<file path="src/rtl/grn_attractor_ctrl.sv">
// ---------------------------------------------------------------------------
// grn_attractor_ctrl
// Sweeps every 2^N initial state of an external Boolean gene-regulatory
// network and finds the attractor reached from each state. Cycle detection
// uses Floyd's tortoise/hare scheme. The network is kept as two copies: s0 is
// the tortoise and s1 is the hare. Once the two copies meet, the tortoise is
// frozen and the hare alone is stepped until it comes back round, which
// measures the period of the cycle.
//
// Ports
//   clk, rst             clock, synchronous active-high reset
//   start                begins a sweep (ignored unless idle)
//   reset_nos            loads init_state into both node copies
//   start_s0, start_s1   tortoise / hare step strobes
//   init_state [N]       initial state presented to the nodes
//   s0_vec, s1_vec [N]   node outputs of the tortoise / hare copies
//   res_valid/res_ready  result handshake
//   res_init [N]         initial state of the reported result
//   res_steps [CW]       search steps taken
//   res_period [CW]      measured cycle period (0 on search timeout)
//   res_timeout          step limit reached
//   busy                 sweep in progress
//   done                 one-cycle pulse after the last result is accepted
// ---------------------------------------------------------------------------
module grn_attractor_ctrl #(
    parameter int N         = 5,
    parameter int CW        = 16,
    parameter int MAX_STEPS = 1024
) (
    input  logic          clk,
    input  logic          rst,
    input  logic          start,
    output logic          reset_nos,
    output logic          start_s0,
    output logic          start_s1,
    output logic [N-1:0]  init_state,
    input  logic [N-1:0]  s0_vec,
    input  logic [N-1:0]  s1_vec,
    output logic          res_valid,
    output logic [N-1:0]  res_init,
    output logic [CW-1:0] res_steps,
    output logic [CW-1:0] res_period,
    output logic          res_timeout,
    input  logic          res_ready,
    output logic          busy,
    output logic          done
);

    typedef enum logic [2:0] {
        ST_IDLE   = 3'd0,
        ST_LOAD   = 3'd1,
        ST_STEP   = 3'd2,
        ST_CHECK  = 3'd3,
        ST_MSTEP  = 3'd4,
        ST_MCHECK = 3'd5,
        ST_OUT    = 3'd6,
        ST_NEXT   = 3'd7
    } state_t;

    localparam logic [CW-1:0] LP_MAX      = CW'(MAX_STEPS);
    localparam logic [CW-1:0] LP_CNT_ZERO = {CW{1'b0}};
    localparam logic [CW-1:0] LP_CNT_ONE  = {{(CW-1){1'b0}}, 1'b1};
    localparam logic [CW-1:0] LP_CNT_TWO  = {{(CW-2){1'b0}}, 2'b10};
    localparam logic [N-1:0]  LP_ST_ZERO  = {N{1'b0}};
    localparam logic [N-1:0]  LP_ST_ONE   = {{(N-1){1'b0}}, 1'b1};
    localparam logic [N-1:0]  LP_ST_LAST  = {N{1'b1}};

    state_t        r_state, w_next;
    logic [N-1:0]  r_init, w_init;
    logic [CW-1:0] r_step, w_step;
    logic [CW-1:0] r_per, w_per;
    logic          r_timeout, w_timeout;
    logic          r_busy, w_busy;
    logic          r_done, w_done;
    logic          r_reset_nos, r_start_s0, r_start_s1, r_valid;
    logic          w_match;

    assign w_match = (s0_vec == s1_vec);

    // Next-state and datapath next-value logic.
    always_comb begin
        w_next    = r_state;
        w_init    = r_init;
        w_step    = r_step;
        w_per     = r_per;
        w_timeout = r_timeout;
        w_busy    = r_busy;
        w_done    = 1'b0;
        case (r_state)
            ST_IDLE: begin
                if (start) begin
                    w_init = LP_ST_ZERO;
                    w_busy = 1'b1;
                    w_next = ST_LOAD;
                end else begin
                    w_next = ST_IDLE;
                end
            end
            ST_LOAD: begin
                w_step    = LP_CNT_ZERO;
                w_per     = LP_CNT_ZERO;
                w_timeout = 1'b0;
                w_next    = ST_STEP;
            end
            ST_STEP: begin
                w_step = r_step + LP_CNT_ONE;
                w_next = ST_CHECK;
            end
            ST_CHECK: begin
                // After the first step both copies have moved once, so they
                // are trivially equal; a meeting only counts from step 2.
                // The limit test precedes the step-1 skip so a tiny
                // MAX_STEPS can never let the counter run past it.
                if (w_match && (r_step >= LP_CNT_TWO)) begin
                    w_next = ST_MSTEP;
                end else if (r_step >= LP_MAX) begin
                    w_timeout = 1'b1;
                    w_next    = ST_OUT;
                end else begin
                    w_next = ST_STEP;
                end
            end
            ST_MSTEP: begin
                w_per  = r_per + LP_CNT_ONE;
                w_next = ST_MCHECK;
            end
            ST_MCHECK: begin
                if (w_match) begin
                    w_next = ST_OUT;
                end else if (r_per >= LP_MAX) begin
                    w_timeout = 1'b1;
                    w_next    = ST_OUT;
                end else begin
                    w_next = ST_MSTEP;
                end
            end
            ST_OUT: begin
                if (r_valid && res_ready) begin
                    w_next = ST_NEXT;
                end else begin
                    w_next = ST_OUT;
                end
            end
            ST_NEXT: begin
                if (r_init == LP_ST_LAST) begin
                    w_done = 1'b1;
                    w_busy = 1'b0;
                    w_next = ST_IDLE;
                end else begin
                    w_init = r_init + LP_ST_ONE;
                    w_next = ST_LOAD;
                end
            end
            default: begin
                w_next = ST_IDLE;
            end
        endcase
    end

    // State, datapath and output registers. Strobes are registered from the
    // next state, so each one is high exactly while its state is current.
    always_ff @(posedge clk) begin
        if (rst) begin
            r_state     <= ST_IDLE;
            r_init      <= LP_ST_ZERO;
            r_step      <= LP_CNT_ZERO;
            r_per       <= LP_CNT_ZERO;
            r_timeout   <= 1'b0;
            r_busy      <= 1'b0;
            r_done      <= 1'b0;
            r_reset_nos <= 1'b0;
            r_start_s0  <= 1'b0;
            r_start_s1  <= 1'b0;
            r_valid     <= 1'b0;
        end else begin
            r_state     <= w_next;
            r_init      <= w_init;
            r_step      <= w_step;
            r_per       <= w_per;
            r_timeout   <= w_timeout;
            r_busy      <= w_busy;
            r_done      <= w_done;
            r_reset_nos <= (w_next == ST_LOAD);
            r_start_s0  <= (w_next == ST_STEP);
            r_start_s1  <= (w_next == ST_STEP) || (w_next == ST_MSTEP);
            r_valid     <= (w_next == ST_OUT);
        end
    end

    assign reset_nos   = r_reset_nos;
    assign start_s0    = r_start_s0;
    assign start_s1    = r_start_s1;
    assign init_state  = r_init;
    assign res_valid   = r_valid;
    assign res_init    = r_init;
    assign res_steps   = r_step;
    assign res_period  = r_per;
    assign res_timeout = r_timeout;
    assign busy        = r_busy;
    assign done        = r_done;

endmodule
</file>
<file path="config.mk">
export PLATFORM = sky130hd
export DESIGN_NAME = grn_attractor_ctrl
export DESIGN_NICKNAME = d
export VERILOG_FILES = /design/src/rtl/grn_attractor_ctrl.sv
export SDC_FILE = /design/constraint.sdc
export NUM_CORES = 1
export LEC_CHECK = 0
export CAP_MARGIN = 15
export CELL_PAD_IN_SITES_DETAIL_PLACEMENT = 0
export CELL_PAD_IN_SITES_GLOBAL_PLACEMENT = 1
export CORE_ASPECT_RATIO = 1.25
export CORE_MARGIN = 4
export CORE_UTILIZATION = 35
export DETAILED_ROUTE_END_ITERATION = 16
export PLACE_DENSITY = 0.78
export SYNTH_ARGS = -nofsm -noshare
export SYNTH_HDL_FRONTEND = slang
export SYNTH_SLANG_ARGS = --single-unit
export TNS_END_PERCENT = 10
</file>
<file path="constraint.sdc">
create_clock -name clk -period 2.35 [get_ports clk]
set_clock_uncertainty 0.2 [all_clocks]
set_input_delay 0.47 -clock clk [delete_from_list [all_inputs] [get_ports clk]]
set_output_delay 0.47 -clock clk [all_outputs]
set_load 0.05 [all_outputs]
</file>
### Yosys cells after proc, flatten, opt, wreduce, memory -nomap -nowiden

Index checks and enable logic that the tools add are counted.

* magnitude comparators: 3
* bitwise gates (word level): 1
* add/sub/neg operators: 3
* reductions and logical operators: 12
* multiplexer cells: 22
* equal/unequal tests: 20

Operators by type and width (count)
* 16-bit case mux with 2 select lines: 2
* 16-bit by 1-bit adder with 16-bit output, second input constant: 2
* 16-bit by 11-bit greater-or-equal comparator with 1-bit output, second input constant: 2
* 3-bit case mux with 8 select lines: 1
* 3-bit == test, second input constant: 6
* 16-bit by 2-bit greater-or-equal comparator with 1-bit output, second input constant: 1
* 2-bit inequality test, second input constant: 7
* 1-bit two-way mux: 10
* 5-bit two-way mux: 2
* 5-bit case mux with 2 select lines: 1
* 3-bit by 2-bit == test with 1-bit output, second input constant: 3
* 3-bit by 1-bit == test with 1-bit output, second input constant: 2
* 3-bit two-way mux: 2
* 3-bit AND reduction: 2
* 2-bit nonzero test: 3
* 5-bit by 1-bit adder with 5-bit output, second input constant: 1
* 5-bit == test: 1
* 5-bit == test, second input constant: 1
* 5-bit AND reduction: 1
* 2-bit two-way mux: 2
* 3-bit logical NOT: 1
* 1-bit case mux with 3 select lines: 1
* 3-bit nonzero test: 1
* 1-bit logical AND: 2
* 4 further kinds: 4

* output and inout bits: 49
* register bits after elaboration: 47
* word-level logic and storage cells: 72
* input port bits: 14

### Longest topological paths before layout

* word-level depth: 6
* mapped depth: 8
* depth with buffers taken out: 8

### Worst setup path before layout

OpenSTA, ideal clock, no wires.

* path type: register -> register
* start: register r_init[0], in the netlist init_state[0]
* end: register r_init[3], in the netlist init_state[3]
* cell stages (with the launch flop): 9
* slack: -0.097 ns
* clock period less this slack: 2.447 ns
* arrival time: 2.182 ns
* data required time: 2.085 ns
* setup time: 0.065 ns
* path buffers: 0
* cells stage by stage: dfxtp_1 -> ha_1 -> and3_1 -> ha_1 -> or2_2 -> o21ai_1 -> nand4_1 -> xor2_1 -> nor2_1

* longest elaborated chain between the ends: 3
* elaborated cells between the ends (all ways): 6
* classes of those cells: add/sub: 1; eq/ne: 2; mux: 2; reduce/logical: 1

Ends and longest elaborated chain
* start: declaration: RTL line 69 `logic [N-1:0] r_init, w_init;`
* start signal: assignment: RTL line 177 `r_init <= w_init;`
* 5-bit by 1-bit adder with 5-bit output or 5-bit == test (tied branches): RTL line 150, 145
* 5-bit two-way mux or 2-bit inequality test (tied branches)
* 5-bit case mux with 2 select lines or 3-bit AND reduction (tied branches)

Several ways; a longest one is shown, not always the timed one. The select of a mux whose other input is x is not followed.
A chain may end at the register's enable or synchronous reset.

### Worst setup path in the final report

* start: register r_step[6], in the netlist res_steps[6]
* end: output res_steps[6]

RTL lines
* start: declaration: RTL line 70 `logic [CW-1:0] r_step, w_step;`
* start signal: assignment: RTL line 178 `r_step <= w_step;`
* end: declaration: RTL line 41 `output logic [CW-1:0] res_steps,`

No word-level cell between the ends.

==> results.tsv <==
metric	value	unit
clkTransAtPathRegs	0.08	ns
worst_skew_pair.late_latency	0.30	ns
max_stage_delay	0.81	ns
cts_buffers	5	
final_area	3306	um2
crit_family	buffers and inverters	
fmax	441.1	MHz
r2r_cells	8	
max_slew.worst_pin.slew	0.5203	ns
drtAntennaViolNets	0	
drv_cap	0	
ctsLongestPathBuffers	2	
startpoint_type	flop	
pwr-share-comb	16.1	%
status	completed	
drcViolationCount	0	
cp.depth	2	
slowest_stage	clkdlybuf4s50_1	
worstSetupEndpoint	res_steps[6]	
die_width	81.83	um
relSlewSlack	65.20	%
coreArea	6606	um2
die_h	100.3	um
wirelength	6446	um
synth_ff_type	dfxtp_1	
pwr-share-seq	50.9	%
yosys-top-cells-area	dfxtp_1 39%, nor2_1 6.9%, a21oi_1 5.5%	
finalHoldViolCount	0	
met2_usage	28.31	%
fin_hold_ws	0.2648	ns
cp.required	1.68	ns
async_reset_ff_share	0	%
setup_tns	0	ns
cts_sinks	47	
gr-total-overflow	0	
r2r_slack	0.15	ns
synth_edf_count	0	
fin_total_pwr	1.631	mW
reg2reg_to	init_state[3]	
holdBufCountCts	0	
crit_type	flop to output pin	
antenna_found_initial	0	
syn_area	2385	um2
synth_cells	299	
nets	391	
layout-drive-gt1-share	11.56	%
die-area	8207	um2
path_buf_inv	2	
dr.pass1.iters	4	
path_cells	buf_4, clkdlybuf4s50_1	
ys_seq_area_share	39.45	%
grt_pass1_wl	10640	um
drt_iter0_drc	125	
min_period_over_period	96.47	%
htreeDepth	2	
ir_drop	0.2882	mV
drv_slew	0	
swShare	27.53	%
globalplace.congestion	0.7709	
dpl-instance-area	3186	um2
intPower	1.182	mW
rsz0062_at_grt	false	
cts_tree	done	
critPathLaunch	res_steps[6]	
period_minus_slack	2.267	ns
yosysTopAreaCell	dfxtp_1	
start_util	36.10	%
dp_cells	451	
grt_pass1_vias	2317	
r2r-start	init_state[0]	
grt_max_degree	22	
vias	2407	
hpwlAfterDp	4686	um
syn-num-nets	319	
pwr-share-clk	32.9	%
crit_arrival	1.60	ns
grt_use_total	16.27	%
synth_cell_type_count	46	
p_leak	1.231	nW
core.rowCount	33	
synth_seq_cells	47	
fillCellCount	656	
endpoint_kind	output pin	
syn_area_per_cell	7.976	um2
wire_per_inst	14.04	um
cts_root_buf	clkbuf_8	
regArea	940.9	um2
use_met1	19.80	%
multi_input_area	1360	um2
setup_violations	0	
grtUsageMet3	3.591	%
min_path_type	flop to flop	
busiest_layer	met2	
synth_top_area_share	39.45	%
power_switching	0.4489	mW
port_buffers	62	
io_pins	63	
stdcell_count	459	
area_growth	38.61	%
ys_warn_count	0	
p_per_area	493.3	nW/um2
n_antenna_cell	0	
worst-path-max-fanout	7	
vias_per_cell	5.244	
## cells in the final DEF, fill, tap and decap left out, types with 4 or more instances in the layout
cell,netlist,routed
clkdlybuf4s50_1,0,58
dfxtp_1,47,47
nor2_1,44,44
a21oi_1,26,26
nand3_1,25,24
buf_4,5,20
nand2_1,19,19
nand4_1,10,10
o21ai_0,10,10
or2_2,9,9
nor3_1,9,8
clkbuf_8,0,7
or3_1,6,6
ha_1,6,6
xor2_1,5,5
or4_1,5,5
nor4_1,5,5
inv_1,4,4
a211oi_1,4,4
o211ai_1,4,4
dlymetal6s2s_1,0,4
## cell usage after synthesis, types with 2 or more instances
library cell / instances
dfxtp_1: 47
nor2_1: 44
a21oi_1: 26
nand3_1: 25
nand2_1: 19
clkbuf_1: 12
nand4_1: 10
o21ai_0: 10
nor3_1: 9
or2_2: 9
ha_1: 6
or3_1: 6
buf_4: 5
nor4_1: 5
or4_1: 5
xor2_1: 5
a211oi_1: 4
inv_1: 4
o211ai_1: 4
a311oi_1: 3
and2_1: 3
and3_1: 3
mux2i_1: 3
nand2b_1: 3
o21a_1: 3
xnor2_1: 3
and4_1: 2
nand3b_1: 2
nor2b_1: 2
## timing repair
action                                  in CTS  in global routing
endpoints found under the setup margin       0                  7
resized for setup                            0                  6
setup buffers                                0                  0
## power groups by stage
stage | combinational, mW | clock, mW | sequential (mW)
floorplan | 0.128 | 0 | 0.886
CTS | 0.263 | 0.557 | 0.831
detailed placement | 0.261 | 0 | 0.849
finish | 0.263 | 0.537 | 0.830
global route | 0.286 | 0.592 | 0.833
global placement | 0.260 | 0 | 0.849
## worst min-delay path by stage
| stage | slack [ns] | depth (start not counted) | from | end |
|---|---|---|---|---|
| finish | 0.26 | 2 | res_timeout | res_timeout |
| global route | 0.30 | 2 | res_timeout | res_timeout |
| CTS | 0.27 | 2 | res_timeout | res_timeout |
| detailed placement | 0.25 | 2 | res_timeout | res_timeout |
| global placement | 0.24 | 2 | res_timeout | res_timeout |
| floorplan | 0.35 | 1 | rst | r_state[0] |
## layer usage
layer  vias to the layer above  part of all wire [%]
li1                       1220                     -
met5                         -                     0
met4                         0                   1.1
met2                        63                    49
met1                      1117                    44
met3                         7                   5.2
## stage by stage
stage | utilization (%) | setup slack, ns
5_1_grt | 50.04 | 0.01051
3_5_place_dp | 48.22 | -0.2459
4_1_cts | 49.73 | 0.03141
3_3_place_gp | 48.22 | -0.2191
2_1_floorplan | - | -0.01244
6_report | 50.04 | 0.08293
## cell type report
cell class              instances  area share, %
well taps                      87          3.293
repair buffers                 82          23.62
multi-input cells             231          41.14
inverters                       4         0.4542
flip-flops and latches         47          28.46
clock buffers                   8          3.028
## tightest hold or removal path, delay by kind of cell (launching register included)
| family | cells | cell delay [ns] |
|---|---|---|
| AO/OA/AOI/OAI | 1 | 0.06 |
| flip-flops | 1 | 0.33 |
| AND/OR/NAND/NOR | 1 | 0.04 |
## registers in the layout, indices dropped and copies added, names as in the netlist, 3 cells and up
name	flops
init_state	5
r_state	3
res_period	16
res_steps	16
## kinds of logic after synthesis
| kind of cell | count (synthesis) | synth area share [%] |
|---|---|---|
| and+or+nand+nor | 152 | 32.79 |
| AOI/OAI and AO/OA | 61 | 15.85 |
| DFF | 47 | 39.45 |
| buffers and inverters | 21 | 4.092 |
| xor gates and xnor gates | 8 | 2.938 |
| adders and majority gates | 6 | 3.148 |
| muxes | 4 | 1.731 |
Note: power is estimated with default switching activity, not from simulation.
